[config.mk]
export PLATFORM = sky130hd
export DESIGN_NAME = rx_lane_arbiter_flat
export DESIGN_NICKNAME = d
export VERILOG_FILES = /design/src/rtl/rx_lane_arbiter_if.sv /design/src/rtl/rx_lane_arbiter.sv /design/src/flat_wrapper.sv
export SDC_FILE = /design/constraint.sdc
export NUM_CORES = 1
export LEC_CHECK = 0
export BUFFER_PORTS_ARGS = -buffer_cell sky130_fd_sc_hd__buf_2
export CELL_PAD_IN_SITES_DETAIL_PLACEMENT = 1
export CELL_PAD_IN_SITES_GLOBAL_PLACEMENT = 1
export CORE_MARGIN = 2
export CORE_UTILIZATION = 45
export DETAILED_ROUTE_END_ITERATION = 12
export GPL_ROUTABILITY_DRIVEN = 0
export PLACE_DENSITY_LB_ADDON = 0.1
export SKIP_LAST_GASP = 1
export SLEW_MARGIN = 30
export SYNTH_ARGS = -nofsm -noshare
export SYNTH_HDL_FRONTEND = slang
export SYNTH_SLANG_ARGS = --single-unit
[constraint.sdc]
create_clock -name clk_f -period 5.1 [get_ports clk_f]
set_clock_uncertainty 0.05 [all_clocks]
set_input_delay 0.765 -clock clk_f [delete_from_list [all_inputs] [get_ports clk_f]]
set_output_delay 0.765 -clock clk_f [all_outputs]
set_load 0.03 [all_outputs]
[src/rtl/rx_lane_arbiter_if.sv]
// rtl/rx_lane_arbiter_if.sv - lane inputs, controls and serialized output of rx_lane_arbiter
//   master : lane source / consumer side (drives data_rx*, valid_rx*, lane_en, ovf_clr, ready_out)
//   slave  : arbiter side (drives data_out, lane_out, valid_out, fifo_empty, fifo_full, ovf)
interface rx_lane_arbiter_if #(
    parameter int DATA_W = 8
);
    logic [DATA_W-1:0] data_rx0;
    logic [DATA_W-1:0] data_rx1;
    logic [DATA_W-1:0] data_rx2;
    logic [DATA_W-1:0] data_rx3;
    logic              valid_rx0;
    logic              valid_rx1;
    logic              valid_rx2;
    logic              valid_rx3;
    logic [3:0]        lane_en;
    logic [3:0]        ovf_clr;
    logic              ready_out;
    logic [DATA_W-1:0] data_out;
    logic [1:0]        lane_out;
    logic              valid_out;
    logic [3:0]        fifo_empty;
    logic [3:0]        fifo_full;
    logic [3:0]        ovf;

    modport master (
        output data_rx0, data_rx1, data_rx2, data_rx3,
        output valid_rx0, valid_rx1, valid_rx2, valid_rx3,
        output lane_en, ovf_clr, ready_out,
        input  data_out, lane_out, valid_out, fifo_empty, fifo_full, ovf
    );

    modport slave (
        input  data_rx0, data_rx1, data_rx2, data_rx3,
        input  valid_rx0, valid_rx1, valid_rx2, valid_rx3,
        input  lane_en, ovf_clr, ready_out,
        output data_out, lane_out, valid_out, fifo_empty, fifo_full, ovf
    );
endinterface

[src/rtl/rx_lane_arbiter.sv]
// rtl/rx_lane_arbiter.sv - four-lane receive FIFOs serialized round-robin onto one ready/valid port
//   clk_f : sole clock, posedge
//   reset : synchronous, active-high
//   bus   : rx_lane_arbiter_if.slave (lane inputs, enables, ovf clear, output port, status)
module rx_lane_arbiter #(
    parameter int DATA_W = 8,
    parameter int DEPTH  = 4
) (
    input  logic                 clk_f,
    input  logic                 reset,
    rx_lane_arbiter_if.slave     bus
);
    localparam int AW = $clog2(DEPTH);
    localparam int PW = AW + 1;

    logic [DATA_W-1:0] r_mem [4][DEPTH];
    logic [PW-1:0]     r_wr  [4];
    logic [PW-1:0]     r_rd  [4];
    logic [DATA_W-1:0] r_data;
    logic [1:0]        r_lane;
    logic              r_valid;
    logic [1:0]        r_last;
    logic [3:0]        r_ovf;

    logic [DATA_W-1:0] w_din [4];
    logic [3:0]        w_vin;
    logic [3:0]        w_empty;
    logic [3:0]        w_full;
    logic [3:0]        w_elig;
    logic              w_load_ok;
    logic              w_win;
    logic [1:0]        w_gnt;
    logic [1:0]        w_cand;
    logic [3:0]        w_pop;
    logic [3:0]        w_push;
    logic [3:0]        w_drop;

    assign w_din[0] = bus.data_rx0;
    assign w_din[1] = bus.data_rx1;
    assign w_din[2] = bus.data_rx2;
    assign w_din[3] = bus.data_rx3;
    assign w_vin    = {bus.valid_rx3, bus.valid_rx2, bus.valid_rx1, bus.valid_rx0};

    // Extra pointer MSB distinguishes full from empty when the index bits match.
    for (genvar g = 0; g < 4; g++) begin : g_status
        assign w_empty[g] = (r_wr[g] == r_rd[g]);
        assign w_full[g]  = (r_wr[g][AW] != r_rd[g][AW]) &&
                            (r_wr[g][AW-1:0] == r_rd[g][AW-1:0]);
    end

    assign w_elig    = ~w_empty & bus.lane_en;
    assign w_load_ok = !r_valid || bus.ready_out;

    // Search starts one past the last grant; k=4 wraps back to the last grant itself.
    always_comb begin
        w_win  = 1'b0;
        w_gnt  = r_last;
        w_cand = r_last;
        for (int k = 1; k <= 4; k++) begin
            w_cand = r_last + 2'(k);
            if (!w_win && w_elig[w_cand]) begin
                w_win = 1'b1;
                w_gnt = w_cand;
            end
        end
    end

    assign w_pop  = (w_load_ok && w_win) ? (4'b0001 << w_gnt) : 4'b0000;
    // A full lane still accepts when its head leaves this same edge.
    assign w_push = w_vin & bus.lane_en & (~w_full | w_pop);
    assign w_drop = w_vin & bus.lane_en & w_full & ~w_pop;

    always_ff @(posedge clk_f) begin
        for (int n = 0; n < 4; n++) begin
            if (w_push[n]) begin
                r_mem[n][r_wr[n][AW-1:0]] <= w_din[n];
            end
        end
    end

    always_ff @(posedge clk_f) begin
        if (reset) begin
            for (int n = 0; n < 4; n++) begin
                r_wr[n] <= '0;
                r_rd[n] <= '0;
            end
            r_data  <= '0;
            r_lane  <= 2'd0;
            r_valid <= 1'b0;
            r_last  <= 2'd3;
            r_ovf   <= 4'b0000;
        end else begin
            for (int n = 0; n < 4; n++) begin
                if (w_push[n]) begin
                    r_wr[n] <= r_wr[n] + PW'(1);
                end
                if (w_pop[n]) begin
                    r_rd[n] <= r_rd[n] + PW'(1);
                end
            end
            // A new drop outranks a same-cycle clear.
            r_ovf <= w_drop | (r_ovf & ~bus.ovf_clr);
            if (w_load_ok) begin
                if (w_win) begin
                    r_data  <= r_mem[w_gnt][r_rd[w_gnt][AW-1:0]];
                    r_lane  <= w_gnt;
                    r_valid <= 1'b1;
                    r_last  <= w_gnt;
                end else begin
                    r_valid <= 1'b0;
                end
            end
        end
    end

    assign bus.data_out   = r_data;
    assign bus.lane_out   = r_lane;
    assign bus.valid_out  = r_valid;
    assign bus.fifo_empty = w_empty;
    assign bus.fifo_full  = w_full;
    assign bus.ovf        = r_ovf;
endmodule

[src/flat_wrapper.sv]
// flat-port wrapper written by rule: the top's interface ports become plain ports
module rx_lane_arbiter_flat 
#(
    parameter int DATA_W = 8,
    parameter int DEPTH  = 4
)
  (clk_f, reset, bus_data_rx0, bus_data_rx1, bus_data_rx2, bus_data_rx3, bus_valid_rx0, bus_valid_rx1, bus_valid_rx2, bus_valid_rx3, bus_lane_en, bus_ovf_clr, bus_ready_out, bus_data_out, bus_lane_out, bus_valid_out, bus_fifo_empty, bus_fifo_full, bus_ovf);
  rx_lane_arbiter_if #(.DATA_W(DATA_W)) bus_i ();
  input  logic clk_f;
  input  logic reset;
  input wire logic [$bits(bus_i.data_rx0)-1:0] bus_data_rx0;
  input wire logic [$bits(bus_i.data_rx1)-1:0] bus_data_rx1;
  input wire logic [$bits(bus_i.data_rx2)-1:0] bus_data_rx2;
  input wire logic [$bits(bus_i.data_rx3)-1:0] bus_data_rx3;
  input wire logic [$bits(bus_i.valid_rx0)-1:0] bus_valid_rx0;
  input wire logic [$bits(bus_i.valid_rx1)-1:0] bus_valid_rx1;
  input wire logic [$bits(bus_i.valid_rx2)-1:0] bus_valid_rx2;
  input wire logic [$bits(bus_i.valid_rx3)-1:0] bus_valid_rx3;
  input wire logic [$bits(bus_i.lane_en)-1:0] bus_lane_en;
  input wire logic [$bits(bus_i.ovf_clr)-1:0] bus_ovf_clr;
  input wire logic [$bits(bus_i.ready_out)-1:0] bus_ready_out;
  output wire logic [$bits(bus_i.data_out)-1:0] bus_data_out;
  output wire logic [$bits(bus_i.lane_out)-1:0] bus_lane_out;
  output wire logic [$bits(bus_i.valid_out)-1:0] bus_valid_out;
  output wire logic [$bits(bus_i.fifo_empty)-1:0] bus_fifo_empty;
  output wire logic [$bits(bus_i.fifo_full)-1:0] bus_fifo_full;
  output wire logic [$bits(bus_i.ovf)-1:0] bus_ovf;
  assign bus_i.data_rx0 = bus_data_rx0;
  assign bus_i.data_rx1 = bus_data_rx1;
  assign bus_i.data_rx2 = bus_data_rx2;
  assign bus_i.data_rx3 = bus_data_rx3;
  assign bus_i.valid_rx0 = bus_valid_rx0;
  assign bus_i.valid_rx1 = bus_valid_rx1;
  assign bus_i.valid_rx2 = bus_valid_rx2;
  assign bus_i.valid_rx3 = bus_valid_rx3;
  assign bus_i.lane_en = bus_lane_en;
  assign bus_i.ovf_clr = bus_ovf_clr;
  assign bus_i.ready_out = bus_ready_out;
  assign bus_data_out = bus_i.data_out;
  assign bus_lane_out = bus_i.lane_out;
  assign bus_valid_out = bus_i.valid_out;
  assign bus_fifo_empty = bus_i.fifo_empty;
  assign bus_fifo_full = bus_i.fifo_full;
  assign bus_ovf = bus_i.ovf;
  rx_lane_arbiter #(.DATA_W(DATA_W), .DEPTH(DEPTH)) u_core (.clk_f(clk_f), .reset(reset), .bus(bus_i));
endmodule
# After elaboration in Yosys (flattened, before gate mapping)
# Memory sizes are Yosys's and may differ from the RTL's.
# Index checks and enable logic that the tools add are counted.
dict set report op_classes {
  n_addsub 11
  magnitude_cmp 13
  eq_ne 12
  shifts 1
  n_mux 67
  n_bitwise 25
  reduce_logical 18
}
# op n
set ops {}
lappend ops {{$mux 32} 4}
lappend ops {{$demux 8 s2} 4}
lappend ops {{$mux 8} 6}
lappend ops {{$mux 1} 35}
lappend ops {{$add 3x1->3 const B} 8}
lappend ops {{$and 4x4->4} 6}
lappend ops {{$mux 3} 8}
lappend ops {{$bmux 8 s2} 1}
lappend ops {{$not 4->4} 4}
lappend ops {{$ge 3x3->1 const B} 5}
lappend ops {{$not 2->3} 5}
lappend ops {{$eq 3x3->1} 4}
lappend ops {{$logic_and 1x1->1} 12}
lappend ops {{$lt 2x3->1 const B} 4}
lappend ops {{$lt 3x1->1 const B} 4}
lappend ops {{$bmux 1 s2} 4}
lappend ops {{$eq 2x2->1} 4}
lappend ops {{$mux 2} 4}
lappend ops {{$or 1x1->1} 8}
lappend ops {{$or 4x4->4} 2}
lappend ops {{$add 2x2->2 const B} 2}
lappend ops {{$logic_not 1->1} 4}
lappend ops {{$mux 4} 1}
lappend ops {{$ne 1x1->1} 4}
lappend ops {{other kinds (4)} 4}
dict set report word_totals {
  reg_bits 17
  ramBits 152
  input_bits 47
  out_inout_bits 23
  wordCells 155
  memories 3
}
# memory depth word_bits read_ports rd_clocked_by_memory_dff wr line
set mem_list {}
lappend mem_list {u_core.r_mem 4 32 1 0 4 rx_lane_arbiter.sv:16} ;# logic [DATA_W-1:0] r_mem [4][DEPTH];
lappend mem_list {u_core.r_rd 4 3 5 0 4 rx_lane_arbiter.sv:18} ;# logic [PW-1:0] r_rd [4];
lappend mem_list {u_core.r_wr 4 3 4 0 4 rx_lane_arbiter.sv:17} ;# logic [PW-1:0] r_wr [4];

# Longest topological paths before layout
# Gate-level depths: netlist of run 1.
dict set report logic_depth {
  depth_word 23
  mapped_depth 10
  ltp_nobuf 9
}

# Worst setup path before layout of run 1
# OpenSTA, ideal clock, no wires.
dict set report synth_path {
  path_kind {reg-to-reg}
  from {memory u_core.r_rd[1][2] (netlist bit)}
  to {memory u_core.r_mem[2][0] (netlist bit), enable pin}
  setup_ps 332
  arrival_time_ps 2697
  required_ps 4718
  setup_slack_ps 2021
  path_stages_with_launch 11
  path_buffers 1
  period_less_slack_ps 3079
  cell_sequence {edfxtp_1 xor2_1 o31ai_4 o22ai_1 a2111o_1 clkbuf_1 nor2_1 nand2_1 and2_1 nor2_1 and2_1}
}
# item line
set synth_rtl {}
lappend synth_rtl {{start: declaration} rx_lane_arbiter.sv:18}
lappend synth_rtl {{end: declaration} rx_lane_arbiter.sv:16}

==> results of run 1 <==
==> worst register-to-register path, cell delays in order, from the launching register on <==
cell and delay [ps]:
edfxtp_1 450, xor2_1 200, o31ai_1 460, nor3b_1 380, a2111oi_2 100, buf_4 210
nor2_1 570, nand2_1 260, and2_1 280, nor2_1 260, and2_1 430
==> per-stage QoR <==
stage,worst slack (ps),area (sq um),cells,util,power (mW)
floorplan,2020,7530,519,-,2.67
global placement,1270,8130,799,0.494,3.02
detailed placement,1070,8130,799,0.494,3.06
CTS,1040,8670,831,0.526,4.26
global route,698,8680,831,0.527,4.43
finish,1090,8680,831,0.527,4.24
==> area by class of cell <==
cell class,instances,share of cell area
repair buffers,75,0.0450
inverters,15,0.00649
clock buffers,21,0.0507
clock inverters,11,0.0115
well taps,220,0.0317
multi-input cells,320,0.289
flip-flops and latches,169,0.565
==> metal layers <==
metal	wire length (um)	global-route usage	up-vias	share of wire
li1	-	-	2180	-
met1	8130	0.280	2357	0.45
met2	9140	0.362	102	0.50
met3	677	0.0441	18	0.037
met4	310	0.0810	0	0.017
met5	0	0	-	0
==> cell families (layout without fill, tap and decap cells) <==
logic type,after synthesis,count (layout)
xor gates and xnor gates,21,21
AOI/OAI and AO/OA,83,83
adders and majority gates,20,20
buffers and inverters,30,122
DFF,169,169
muxes,67,67
and+or+nand+nor,129,129
==> sequential cells by signal, summed over array words and instances, names as in the netlist <==
name	count
u_core.bus.lane_out	2
u_core.r_last	2
u_core.bus.valid_out	1
u_core.bus.ovf	4
u_core.r_mem	128
u_core.r_rd	12
u_core.bus.data_out	8
u_core.r_wr	12
==> power breakdown <==
| part | switching (mW) | total (mW) | internal (mW) |
|---|---|---|---|
| logic | 0.824 | 1.31 | 0.485 |
| registers | 0.0942 | 1.73 | 1.63 |
| clock network | 0.528 | 1.20 | 0.670 |
==> cell usage after synthesis, types with 9 or more instances <==
cell | instances | area (sq um)
nor4_1 | 9 | 56.3
xor2_1 | 9 | 78.8
clkbuf_1 | 12 | 45.0
and3_1 | 16 | 100
a211oi_1 | 10 | 75.1
nor2_1 | 26 | 97.6
dfxtp_1 | 17 | 340
mux2i_1 | 56 | 561
xnor2_1 | 12 | 105
inv_1 | 15 | 56.3
edfxtp_1 | 152 | 4560
mux2_2 | 9 | 101
nor3_1 | 11 | 55.1
nand2_1 | 28 | 105
ha_1 | 20 | 250
o21ai_0 | 24 | 120
and2_1 | 21 | 131
==> path summary, 6_finish.rpt <==
check	start	endpoint	slack [ps]	cells after the start
min reg2reg	u_core.bus.ovf[1]	u_core.bus.ovf[1]	440	2
min	u_core.bus.ovf[1]	u_core.bus.ovf[1]	440	2
max	u_core.r_rd[2][1]	u_core.r_mem[3][30]	1090	10
max reg2reg	u_core.r_rd[2][1]	u_core.r_mem[3][30]	1090	10
==> impl_metrics.toml, run 1 <==
[global_route]
antenna_found_initial = 0
grt_max_degree = 26
grt_overflow = 0
grt_usage = 0.217
grt_pass1_wl_um = 28500
grt_pass1_vias = 5063

[power]
powerDensity_nw_per_um2 = 488
p_leak_nw = 3.19
ir_drop_uv = 279

[clock_tree]
clk_pin_slew_worst_paths_ps = 60
cts_resized = 0
htreeDepth = 4
clock_sinks = 169
cts-root-buf = "clkbuf_16"
numCtsBuffers = 17
insertion_delay_ps = 430
cts_tree = "yes"
hold_buffers = 0
clockBufferDepth = 2
postCtsSetupBuffers = 0

[drt]
drc = 0
wl_per_cell_um = 22.0
via_per_inst = 5.60
ant_nets = 0
dr_total_vias = 4657
drt_iter0_drc = 241
drt_wl_total_um = 18300
firstDrtPassIters = 5

[timing]
rsz0062_at_grt = "false"
min_period_ps = 4010
fin_crit_sh = 0.786
fin_tns_setup_ps = 0
setup_viol = 0
max_freq_mhz = 249
tightest_slew_ps = 841
slew_headroom = 0.423
hold_viol_final = 0
hold_ws_ps = 440
maxSlewViolCount = 0

[floorplanning]
io_pins = 70
die_y_um = 133
fp.coreArea_sq_um = 16500
dieArea_sq_um = 17800
start_util = 0.457
rows = 47
die_w_um = 133

[finish]
area_delta_synth_final_pct = 15.2
layout_common_cells = "edfxtp_1 (152), buf_2 (69), mux2i_1 (56), nand2_1 (28), nor2_1 (26)"
diodes = 0
drive_above_1_share = 0.214
n_fill_cell = 1619
final_common_cell = "edfxtp_1"
regArea_sq_um = 4900
nNetsFinal = 665
multiInputGateArea_sq_um = 2510

[logic_synthesis]
syn_avg_cell_area_sq_um = 14.5
synth_nets = 586
yosysUniqueCellTypes = 47
synth_xor_area_frac = 0.0244
synth_warnings = 0
ys_seq_area_frac = 0.651
synth_seq_cells = 169
synth_edf_count = 152
synth-compound-area-share = 0.0874
postSynth.topFlopCell = "edfxtp_1"
async_flop_share = 0
synthesis.area_sq_um = 7530
synth_mux_area_frac = 0.0939
synth_fa_ha_area_frac = 0.0332
synthSimpleGateAreaFrac = 0.0932
syn_inst = 519
synth_top_family_by_area = "multiplexers"

[setup_path]
slowest_stage = "nor2_1"
crit_chain = "xor2_1 > o31ai_1 > nor3b_1 > a2111oi_2 > buf_4 > nor2_1 > nand2_1 > and2_1 > nor2_1 > and2_1"
cp.required_ps = 5120
cp_slowest_stage_delay_ps = 560
critPathBufInv = 1
endpoint_kind = "flop"
crit_family = "simple AND/OR/NAND/NOR gates"
worst-path-max-fanout = 15
crit_type = "flop to flop"
critPathArrivalTime_ps = 4030
worst_setup_path_start_kind = "flop"

[placement]
numPortBuffers = 69
dp_hpwl_um = 13500

[min_path]
min_path_type = "flop to flop"

[run]
max-cap-violations = 0

[run_status]
status = "complete, no violations"
(Power assumes the default switching activity.)
==> run 2: changes to the inputs <==
Clock period 5.1 ns to 3.23 ns, I/O delays scaled along.
==> impl_metrics.toml, run 2 (synthesized netlist as in run 1, its figures left out) <==
[setup_path]
cp.required_ps = 3480
slowest_stage = "a2111o_1"
crit_type = "flop to flop"
critPathArrivalTime_ps = 3410
endpoint_kind = "flop"
worst_setup_path_start_kind = "flop"
crit_chain = "xor2_2 > o31ai_4 > buf_4 > nor3_2 > a2111o_1 > buf_6 > mux2i_4 > buf_12 > mux2_2 > a211oi_1 > nor4_2"
worst-path-max-fanout = 6
cp_slowest_stage_delay_ps = 450

[power]
clock_power_share = 0.274
p_comb_frac = 0.360
powerDensity_nw_per_um2 = 782
sequentialPowerShare = 0.366
ir_drop_uv = 421
swShare = 0.339
p_leak_nw = 3.62
p_int_mw = 4.92
power_switching_mw = 2.53

[global_route]
grt_max_degree = 26
grt_overflow = 0
grt_pass1_vias = 5218
grt_pass1_wl_um = 29300
antenna_found_initial = 0
grt_usage = 0.222

[timing]
max_freq_mhz = 316
min_period_ps = 3160
hold_viol_final = 0
setup_viol = 0
tightest_slew_ps = 993
hold_ws_ps = 224
maxSlewViolCount = 0
fin_crit_sh = 0.979
slew_headroom = 0.333

[floorplanning]
start_util = 0.457
io_pins = 70
rows = 47
die_w_um = 133
fp.coreArea_sq_um = 16500
dieArea_sq_um = 17800
die_y_um = 133

[finish]
regArea_sq_um = 4900
drive_above_1_share = 0.335
diodes = 0
n_fill_cell = 1637
multiInputGateArea_sq_um = 2660
nNetsFinal = 726
largest_register_ffs = 128
final_cell_area_sq_um = 9530
layout_common_cells = "edfxtp_1 (152), buf_2 (69), mux2i_1 (55), buf_4 (52)"
utilization = 0.579
final_common_cell = "edfxtp_1"
area_delta_synth_final_pct = 26.5

[clock_tree]
hold_buffers = 0
clockBufferDepth = 2
cts_tree = "yes"
htreeDepth = 4
clock_sinks = 169
clk_pin_slew_worst_paths_ps = 70
insertion_delay_ps = 420
numCtsBuffers = 17
cts-root-buf = "clkbuf_16"

[drt]
firstDrtPassIters = 4
ant_nets = 0
dr_total_vias = 4858
drc = 0
drt_wl_total_um = 19500
wl_per_cell_um = 21.8
drt_iter0_drc = 325
via_per_inst = 5.45

[run]
max-cap-violations = 0

[placement]
dp_hpwl_um = 13800
place_area_sq_um = 8570
numPortBuffers = 69

[run_status]
status = "complete, no violations"

[min_path]
min_path_type = "primary input to flop"
## run 2: cell type report
type	instances	area share
clock inverter	14	0.0171
tap	220	0.0289
multi-input combinational	320	0.280
clock buffer	18	0.0450
timing repair buffer	136	0.109
sequential	169	0.515
inverter	15	0.00591
## run 2: final timing paths
check,from,end,slack (ps),depth (start not counted)
max,u_core.r_wr[1][2],u_core.bus.data_out[3],70,11
min reg2reg,u_core.bus.ovf[1],u_core.bus.ovf[1],440,2
max reg2reg,u_core.r_wr[1][2],u_core.bus.data_out[3],70,11
min,bus_data_rx0[3],u_core.r_mem[0][3],220,1
## run 2: what timing repair did
action | 4_1_cts | 5_1_grt
pin swaps | 1 | 10
setup endpoints to repair | 71 | 148
cloned | 0 | 2
gates resized for setup | 8 | 30
buffers inserted | 5 | 15
## run 2: worst max-delay path: cells and delay by family (launching register included)
family,cells,cell delay [ps]
AND/OR/NAND/NOR,2,140
XOR/XNOR,1,220
flip-flops,1,430
AO/OA/AOI/OAI,3,1080
multiplexers,2,620
buffers and inverters,3,510
## run 2: per-layer routing
layer  up-vias  global-route usage  routed length [um]  share of wire
li1       2292                   -                   -              -
met1      2445               0.281                8260           0.42
met2        93               0.383               10100           0.52
met3        28              0.0320                 520          0.027
met4         0              0.0928                 539          0.028
met5         -                   0                   0              0
## run 2: power by group through the flow
stage | sequential, mW | clock (mW) | combinational, mW
floorplan | 2.83 | 0 | 1.38
global placement | 2.75 | 0 | 2.23
detailed placement | 2.76 | 0 | 2.28
CTS | 2.72 | 2.07 | 2.36
global route | 2.74 | 2.15 | 2.88
finish | 2.73 | 2.04 | 2.68
## run 2: stage by stage
step | TNS [ps] | worst slack [ps] | power (mW) | instances
2_1_floorplan | 0 | 151 | 4.21 | 519
3_3_place_gp | -2550 | -91.0 | 4.98 | 838
3_5_place_dp | -4840 | -162 | 5.05 | 838
4_1_cts | -24.6 | -19.4 | 7.16 | 875
5_1_grt | -283 | -60.3 | 7.77 | 892
6_report | 0 | 67.8 | 7.45 | 892
==> run 3: changes to the inputs <==
Settings changed: CTS_BUF_LIST set to sky130_fd_sc_hd__clkbuf_8.
==> impl_metrics.toml, run 3 (synthesized netlist as in run 1, its figures left out) <==
[finish]
layout_common_cells = "edfxtp_1 (152), buf_2 (69), mux2i_1 (55), buf_4 (52), nand2_1 (25)"
nNetsFinal = 726
largest_register_ffs = 128
final_common_cell = "edfxtp_1"
area_delta_synth_final_pct = 23.5
diodes = 0
drive_above_1_share = 0.329

[timing]
hold_viol_final = 0
fin_crit_sh = 0.974
maxSlewViolCount = 0
rsz0062_at_grt = "true"
slew_headroom = 0.326
setup_viol = 0
fin_tns_setup_ps = 0
tightest_slew_ps = 1000
max_freq_mhz = 318
min_period_ps = 3140

[clock_tree]
clk_pin_slew_worst_paths_ps = 90
htreeDepth = 4
cts_tree = "yes"
cts-root-buf = "clkbuf_8"
clock_sinks = 169
insertion_delay_ps = 460
numCtsBuffers = 17
clockBufferDepth = 2

[setup_path]
r2r_setup_slack_ps = 90
timing.rr.end = "u_core.bus.data_out[6]"
r2r.worst_path.cells = 9
endpoint_kind = "flop"
worst-path-max-fanout = 6
cp.required_ps = 3530
worst_setup_path_start_kind = "flop"
crit_type = "flop to flop"
crit-reg2reg-launch = "u_core.r_wr[0][1]"
critPathArrivalTime_ps = 3440

[global_route]
grt_usage = 0.220
grt_overflow = 0
grt_max_degree = 26
antenna_found_initial = 0
grt_pass1_wl_um = 29100
grt_pass1_vias = 5224

[power]
ir_drop_uv = 452
totalPowerFinal_mw = 6.90
p_leak_nw = 3.53
powerDensity_nw_per_um2 = 742

[placement]
numPortBuffers = 69
dp_hpwl_um = 13800

[drt]
wl_per_cell_um = 21.4
firstDrtPassIters = 4
drt_wl_total_um = 19100
drt_iter0_drc = 243
via_per_inst = 5.44
dr_total_vias = 4850
ant_nets = 0
drc = 0

[floorplanning]
die_y_um = 133
io_pins = 70
rows = 47
die_w_um = 133
dieArea_sq_um = 17800
fp.coreArea_sq_um = 16500
start_util = 0.457

[min_path]
holdPathEnd = "u_core.r_mem[1][20]"
worstHoldStart = "bus_data_rx1[4]"
min_path_type = "primary input to flop"
holdPathStages = 1

[run_status]
status = "complete, no violations"

[run]
max-cap-violations = 0
-- run 3: critical path, cell delays in order, from the launching register on --
cell,delay (ps)
edfxtp_1,480
xor2_2,240
o31ai_2,370
and3_1,290
a2111o_1,300
mux2i_4,410
clkbuf_16,220
mux2_2,340
a211oi_2,250
nor4_2,70
-- run 3: power breakdown --
group          internal (mW)  switching [mW]  leakage, nW  total, mW
Clock                  0.705           0.822        0.199       1.53
Sequential              2.58           0.137         1.56       2.71
Combinational           1.17            1.48         1.78       2.66
Total                   4.46            2.44         3.53       6.90
-- run 3: worst max path at each step --
stage / from / end / cells past startpoint / slack [ps]
after detailed placement: u_core.r_wr[1][1] / u_core.r_mem[2][28] / 9 / -160
after floorplan: u_core.r_rd[1][2] / u_core.r_mem[2][0] / 10 / 150
after global placement: u_core.r_wr[1][1] / u_core.r_mem[2][28] / 9 / -90
after CTS: u_core.r_rd[2][1] / u_core.r_mem[3][5] / 11 / 10
final: u_core.r_wr[0][1] / u_core.bus.data_out[6] / 9 / 90
after global routing: u_core.r_wr[0][1] / u_core.bus.data_out[6] / 11 / -60
-- run 3: final cells by class --
cell class / instances / area, sq um
clock buffer: 17 / 234
clock inverter: 15 / 166
fill: 1654 / 7160
inverter: 15 / 56.3
multi-input combinational: 320 / 2630
sequential: 169 / 4900
tap: 220 / 275
timing repair buffer: 136 / 1040
-- run 3: stage by stage --
stage / hold WS, ps / cell area, sq um / setup WS (ps) / utilization / std cells
floorplan: 478 / 7530 / 151 / - / 519
global placement: 413 / 8570 / -91.0 / 0.521 / 838
detailed placement: 424 / 8570 / -162 / 0.521 / 838
CTS: 160 / 9020 / 10.8 / 0.548 / 874
global route: 171 / 9300 / -64.1 / 0.565 / 892
finish: 186 / 9300 / 85.1 / 0.565 / 892
-- run 3: what timing repair did --
item                       4_1_cts  5_1_grt
resized for setup                9       31
setup endpoints to repair       71      148
gates cloned                     0        2
setup buffers                    4       16
hold buffers                     0        0
pin swaps                        1        4
-- run 3: routing by layer --
layer,GRT usage,wire [um]
met4,0.0898,544
met5,0,0
met1,0.275,8130
met3,0.0388,611
met2,0.381,9840
